### config.mk
export PLATFORM = sky130hd
export DESIGN_NAME = inst_queue
export DESIGN_NICKNAME = d
export VERILOG_FILES = /design/src/rtl/inst_queue.sv
export SDC_FILE = /design/constraint.sdc
export NUM_CORES = 1
export LEC_CHECK = 0
export ABC_AREA = 1
export CAP_MARGIN = 0
export CORE_AREA = 2 2 197 199
export DETAILED_ROUTE_END_ITERATION = 8
export DIE_AREA = 0 0 199 201
export DONT_BUFFER_PORTS = 1
export PLACE_DENSITY = 0.77
export SETUP_SLACK_MARGIN = 0.3
export SLEW_MARGIN = 40
export SYNTH_ARGS = -nofsm -noshare
export SYNTH_HDL_FRONTEND = slang
export SYNTH_SLANG_ARGS = --single-unit
### constraint.sdc
create_clock -name clk -period 9.3 [get_ports clk]
set_input_delay 0.93 -clock clk [delete_from_list [all_inputs] [get_ports clk]]
set_output_delay 0.93 -clock clk [all_outputs]
set_load 0.01 [all_outputs]
### src/rtl/inst_queue.sv
// Instruction buffer between fetch and decode: a DEPTH-entry FIFO of {pc, inst}
// pairs with valid/ready handshakes on both sides, synchronous flush and almost_full.
module inst_queue #(
  parameter int ADDR_WIDTH = 32,
  parameter int INST_WIDTH = 32,
  parameter int DEPTH      = 8,
  parameter int AF_MARGIN  = 2
) (
  input  logic                        clk,
  input  logic                        rst,
  input  logic                        flush,
  input  logic                        if_valid,
  output logic                        if_ready,
  input  logic [ADDR_WIDTH-1:0]       if_pc,
  input  logic [INST_WIDTH-1:0]       if_inst,
  output logic                        id_valid,
  input  logic                        id_ready,
  output logic [ADDR_WIDTH-1:0]       id_pc,
  output logic [INST_WIDTH-1:0]       id_inst,
  output logic [$clog2(DEPTH):0]      count,
  output logic                        almost_full
);

  localparam int PTR_W = $clog2(DEPTH);

  localparam logic [PTR_W:0]   CNT_FULL = (PTR_W+1)'(DEPTH);
  localparam logic [PTR_W:0]   CNT_AF   = (PTR_W+1)'(DEPTH - AF_MARGIN);
  localparam logic [PTR_W:0]   CNT_ONE  = (PTR_W+1)'(1);
  localparam logic [PTR_W-1:0] PTR_ONE  = PTR_W'(1);

  logic [ADDR_WIDTH-1:0] pc_mem_q   [DEPTH];
  logic [INST_WIDTH-1:0] inst_mem_q [DEPTH];

  logic [PTR_W-1:0] rd_ptr_q, rd_ptr_d;
  logic [PTR_W-1:0] wr_ptr_q, wr_ptr_d;
  logic [PTR_W:0]   cnt_q,    cnt_d;

  logic push, pop, mem_we;

  // if_ready depends only on registered occupancy, never on id_ready
  assign if_ready    = rst & (cnt_q != CNT_FULL);
  assign id_valid    = (cnt_q != '0);
  assign id_pc       = id_valid ? pc_mem_q[rd_ptr_q]   : '0;
  assign id_inst     = id_valid ? inst_mem_q[rd_ptr_q] : '0;
  assign count       = cnt_q;
  assign almost_full = (cnt_q >= CNT_AF);

  assign push = if_valid & if_ready;
  assign pop  = id_valid & id_ready;

  always_comb begin
    rd_ptr_d = rd_ptr_q;
    wr_ptr_d = wr_ptr_q;
    cnt_d    = cnt_q;
    mem_we   = 1'b0;
    if (flush) begin
      rd_ptr_d = '0;
      wr_ptr_d = '0;
      cnt_d    = '0;
    end else begin
      mem_we = push;
      if (push) wr_ptr_d = wr_ptr_q + PTR_ONE;
      if (pop)  rd_ptr_d = rd_ptr_q + PTR_ONE;
      case ({push, pop})
        2'b10:   cnt_d = cnt_q + CNT_ONE;
        2'b01:   cnt_d = cnt_q - CNT_ONE;
        default: cnt_d = cnt_q;
      endcase
    end
  end

  always_ff @(posedge clk or negedge rst) begin
    if (!rst) begin
      rd_ptr_q <= '0;
      wr_ptr_q <= '0;
      cnt_q    <= '0;
    end else begin
      rd_ptr_q <= rd_ptr_d;
      wr_ptr_q <= wr_ptr_d;
      cnt_q    <= cnt_d;
    end
  end

  // Storage is deliberately left out of reset
  always_ff @(posedge clk) begin
    if (mem_we) begin
      pc_mem_q[wr_ptr_q]   <= if_pc;
      inst_mem_q[wr_ptr_q] <= if_inst;
    end
  end

endmodule

# After elaboration in Yosys (flattened, before gate mapping)
# Memory sizes are Yosys's and may differ from the RTL's.
# Cells that the tools add are included.
[word_totals]
mem_bits_ro = 0
mem_bits_rw = 512
register_bits = 10
latchBits = 0
mem_count = 2
in_bits = 69
word_cells = 31
[memory_table]
columns = ["memory", "words", "word_bits", "rd", "rd_ports_with_merged_regs", "wr", "line_no", "source"]
rows = [
  ["inst_mem_q", 8, 32, 1, 0, 1, "32", "logic [INST_WIDTH-1:0] inst_mem_q [DEPTH];"],
  ["pc_mem_q", 8, 32, 1, 0, 1, "31", "logic [ADDR_WIDTH-1:0] pc_mem_q [DEPTH];"],
]
[classes]
muxes = 11
shifts = 0
n_mul = 0
add_sub_neg = 4
order_cmp = 1
bitwise_logic = 3
div_mod_pow = 0
eq_ne = 3
reduce_logical = 4
[op_table]
columns = ["cell", "count"]
rows = [
  ["32-bit two-way mux", 2],
  ["3-bit two-way mux", 4],
  ["4-bit one-hot mux with 2 select lines", 1],
  ["3-bit by 1-bit adder with 3-bit output (second input constant)", 2],
  ["4-bit by 1-bit adder with 4-bit output (second input constant)", 1],
  ["4-bit by 3-bit greater-or-equal comparator with 1-bit output (second input constant)", 1],
  ["4-bit two-way mux", 1],
  ["4-bit inequality test (second input constant)", 1],
  ["2-bit nonzero test", 2],
  ["4-bit nonzero test", 1],
  ["4-bit by 1-bit subtractor with 4-bit output (second input constant)", 1],
  ["1-bit bitwise AND", 3],
  ["1-bit two-way mux", 3],
  ["3-bit nonzero test", 1],
  ["2-bit by 1-bit equality test with 1-bit output (second input constant)", 1],
  ["2-bit equality test (second input constant)", 1],
]

# Depth between registers and ports, before layout
[logic_depth]
ltp_word = 6
depth_mapped = 14
depth_no_buf = 14

# Worst setup path before layout
# OpenSTA, ideal clock, no wires.
[synth_path]
path_type = "input -> register"
start = "input if_valid"
end = "memory inst_mem_q[4][0], enable pin"
t_arrival_ns = 5.712
slack_ns = 3.024
required_ns = 8.735
cell_stages = 4
path_cell_list = "nand3_1 > nor2_1 > nand2_1 > nor3_1"
[synth_via]
elab_chain_len = 4
[synth_lines]
columns = ["element", "line_no", "source"]
rows = [
  ["start: declaration", "12", "input logic if_valid,"],
  ["1-bit bitwise AND", "48", "assign push = if_valid & if_ready;"],
  ["1-bit two-way mux", "56", "if (flush) begin"],
  ["1-bit two-way mux", "86", "if (mem_we) begin"],
  ["1-bit two-way mux (implied by the code)", "88", "inst_mem_q[wr_ptr_q] <= if_inst;"],
  ["end: declaration", "32", ""],
]
# No other way between the ends.

# Worst setup path in the final report
[layout_path]
start = "register rd_ptr_q[0]"
end = "output id_pc[13]"
[layout_via]
elab_chain_len = 2
[layout_lines]
columns = ["element", "line_no", "source"]
rows = [
  ["start: declaration", "34", "logic [PTR_W-1:0] rd_ptr_q, rd_ptr_d;"],
  ["start signal: assignment", "78", "rd_ptr_q <= rd_ptr_d;"],
  ["memory 8 x 32 bit", "--", ""],
  ["32-bit two-way mux", "43", "assign id_pc = id_valid ? pc_mem_q[rd_ptr_q] : '0;"],
  ["end: declaration", "18", "output logic [ADDR_WIDTH-1:0] id_pc,"],
]
# No other way between the ends.

==> summary.md <==
| Metric | Value |
|---|---|
| Vias in the first global route | `between 10000 and 15000` |
| DP Area | `approximately 0.021 mm2` |
| Clock Sinks | `~520` |
| ANT cells | `0` |
| Critical path class | `flip-flop to output port` |
| Util after Layout | `0.5947` |
| Drt initial violations | `around 1100` |
| Power per cell area | `between 200 and 300 mW/mm2` |
| Status | `completed` |
| Max Cap Viol | `0` |
| F_max | `between 0.2 and 0.25 GHz` |
| Final instance area | `approximately 0.023 mm2` |
| Final net count | `~1600` |
| Mapped cell area | `approximately 0.02 mm2` |
| Synth Instances | `about 1500` |
| Total global routing overflow | `0` |
| GRT Total Usage | `0.2202` |
| Synth top cells by count | `524 x nor2_1, 512 x edfxtp_1, 172 x o21ai_0` |
| Crit-path max FO | `between 150 and 200` |
| Core area | `approximately 0.038 mm2` |
| Chip width | `slightly below 200 um` |
| Setup violators final | `0` |
| # rows | `slightly above 70` |
| Number of instances in the placed design | `roughly 2000` |
| Chip height | `approximately 200 um` |
| Primary FF master, synth | `edfxtp_1` |
| PortBufs | `0` |
| First-pass GRT wire length | `approximately 67000 um` |
| WP data required | `about 8.4 ns` |
| Hold_buf cts | `0` |
| Antenna-violating nets left | `0` |
| HPWL after detailed placement | `21450 um` |
| Setup_tns | `0 ns` |
| EDFF count, synth | `slightly above 500` |
| Hold Crit Class | `primary input to asynchronous set/reset pin` |
| RSZ-0062 raised after global routing | `no` |
| Deepest clock path buffer count | `3` |
| Fill count | `between 2000 and 3000` |
| Top cells by area, synth | `edfxtp_1 75%, nor2_1 9.6%, o32ai_1 5.5%, o21ai_0 4.2%, dfrtp_1 1.2%` |
| Mean Syn Cell Area | `13.28 um2` |
| Slew @ Worst Pin | `~0.85 ns` |
| Nature of the critical path endpoint | `output port` |
| Minimum clock period | `~4.5 ns` |
| Reg clk slew, reported paths | `approximately 0.060 ns` |
| Syn. warnings | `0` |
| CTS tree | `yes` |
| Share of cells above drive strength 1 | `0.07074` |
| H-tree depth | `2` |
| Cts repair resizes | `0` |
| Fin crit share | `0.4819` |
| I/O pin count | `140` |
| Dpl ws | `roughly 5.3 ns` |
| Total vias in the final route | `between 10000 and 15000` |
| Hold Violations, Final | `0` |
| Die ar. | `0.04000 mm2` |
| Leak | `between 0.007 and 0.008 uW` |
| DRC | `0` |
| Crit start category | `flip-flop` |
| Total iterations of the first detailed-routing run | `5` |
| Synth top area share | `0.7482` |
| Inserted Clock Buffers | `50` |
| Synth Net Count | `around 1600` |
| Post-synth cell types | `23` |
| VDD IR max | `around 0.24 mV` |
| Sequential share of the synthesized area | `0.7604` |
| Final cell count without fillers | `a little over 2000` |
| WL/cell | `~21 um` |
| Post-route clock skew | `0.006238 ns` |
| Async S/R FF share, synth | `0.01916` |
| CTS root buffer | `clkbuf_16` |
| Rel. slew slack | `0.4323` |
| Register bit total from synthesis | `~520` |
| Clock Latency Late Sink | `approximately 0.57 ns` |
| Final worst slack | `4.818 ns` |
| Placer Congestion | `between 0.7 and 0.8` |
| Routed wire length | `approximately 44000 um` |
| Worst EP arrival | `3.55 ns` |
| Postcts setup bufs | `0` |
| Cell with the most instances after synthesis | `nor2_1` |
| Initial antenna violation count | `0` |
| DR vias/cell | `between 5 and 6` |
| Synthesis-to-finish area growth | `10.27%` |
| Largest net degree at the start of global routing | `between 150 and 200` |
| Max Slew Vio Count | `0` |
| Area leader, netlist | `edfxtp_1` |
| Initial Util | `0.5393` |
[layer usage]
layer	track usage	vias to the layer above	share of wire
li1	-	5637	-
met1	0.2779	6223	0.40
met2	0.3720	430	0.50
met3	0.05679	66	0.082
met4	0.07249	0	0.018
met5	0	-	0
[placed cells by master, fill, tap and decap left out, types with 2 or more instances in the layout]
cell type / synthesis / layout
nor2_1: 524 / 518
edfxtp_1: 512 / 512
o21ai_0: 172 / 172
o32ai_1: 128 / 128
clkbuf_16: 0 / 53
o21ai_1: 29 / 29
nand2_1: 26 / 25
inv_1: 18 / 17
clkinv_2: 0 / 13
clkinv_1: 0 / 13
buf_6: 5 / 11
nand3_1: 8 / 8
dfrtp_1: 10 / 7
buf_4: 4 / 7
nor2_4: 0 / 6
bufinv_16: 0 / 6
a21oi_1: 5 / 5
ha_1: 4 / 4
clkbuf_1: 60 / 4
clkinvlp_4: 0 / 3
nor3_2: 0 / 2
buf_16: 0 / 2
dfrtp_4: 0 / 2
[state kept, by name (all words and copies together) (netlist names)]
| register | count |
|---|---|
| count | 4 |
| inst_mem_q | 256 |
| pc_mem_q | 256 |
| rd_ptr_q | 3 |
| wr_ptr_q | 3 |
[critical path, cell delays in order (launching register included)]
cell	delay [ns]
dfrtp_4	0.91
clkinv_8	0.63
buf_6	0.42
buf_16	0.25
nor2_1	0.16
o32ai_1	0.11
o21ai_1	0.21
nor2_1	0.11
[cells by family (layout without fill, tap and decap cells)]
kind of cell               Yosys count  in the layout  synth area share
AOI/OAI and AO/OA                  336            336            0.1055
buffers and inverters              124            131           0.02807
adders and majority gates            4              4          0.002436
DFF                                522            522            0.7604
and+or+nand+nor                    561            561            0.1032
xor gates and xnor gates             1              1         0.0004263
[power breakdown]
part | switching, uW | internal [uW]
Sequential | 83.6 | 2620
Clock | 828 | 1200
Combinational | 1180 | 501
Total | 2090 | 4320
[metrics by stage]
stage | hold WS [ns] | power [uW]
floorplan | 0.5495 | 4039
detailed placement | 0.5823 | 4398
finish | 0.04989 | 6404
global placement | 0.5760 | 4350
global route | 0.01955 | 6719
CTS | 0.01503 | 6414
[worst paths after layout]
check / slack [ns] / from / depth (start not counted) / endpoint
worst max-delay path: 4.82 / rd_ptr_q[0]$_DFFE_PN0P_ / 7 / id_pc[13]
worst min-delay path: 0.05 / rst / 0 / rd_ptr_q[2]$_DFFE_PN0P_
worst max register to register: 6.28 / count[0]$_DFFE_PN0P_ / 8 / pc_mem_q[4][11]$_DFFE_PP_
worst min register to register: 0.59 / wr_ptr_q[0]$_DFFE_PN0P_ / 2 / wr_ptr_q[0]$_DFFE_PN0P_
max in group asynchronous: 9.17 / rst / 0 / rd_ptr_q[0]$_DFFE_PN0P_
min in group clk: 0.45 / if_inst[29] / 0 / inst_mem_q[5][29]$_DFFE_PP_
[area by class of cell]
cell class / count / area [um2] / share of cell area
flip-flops and latches: 522 / 15630 / 0.6899
multi-input cells: 902 / 4405 / 0.1944
clock buffers: 57 / 1341 / 0.05919
well taps: 518 / 648.1 / 0.02860
clock inverters: 35 / 316.6 / 0.01397
repair buffers: 20 / 231.5 / 0.01021
inverters: 19 / 83.83 / 0.003699
No activity file was read; power rests on OpenSTA's default activity.
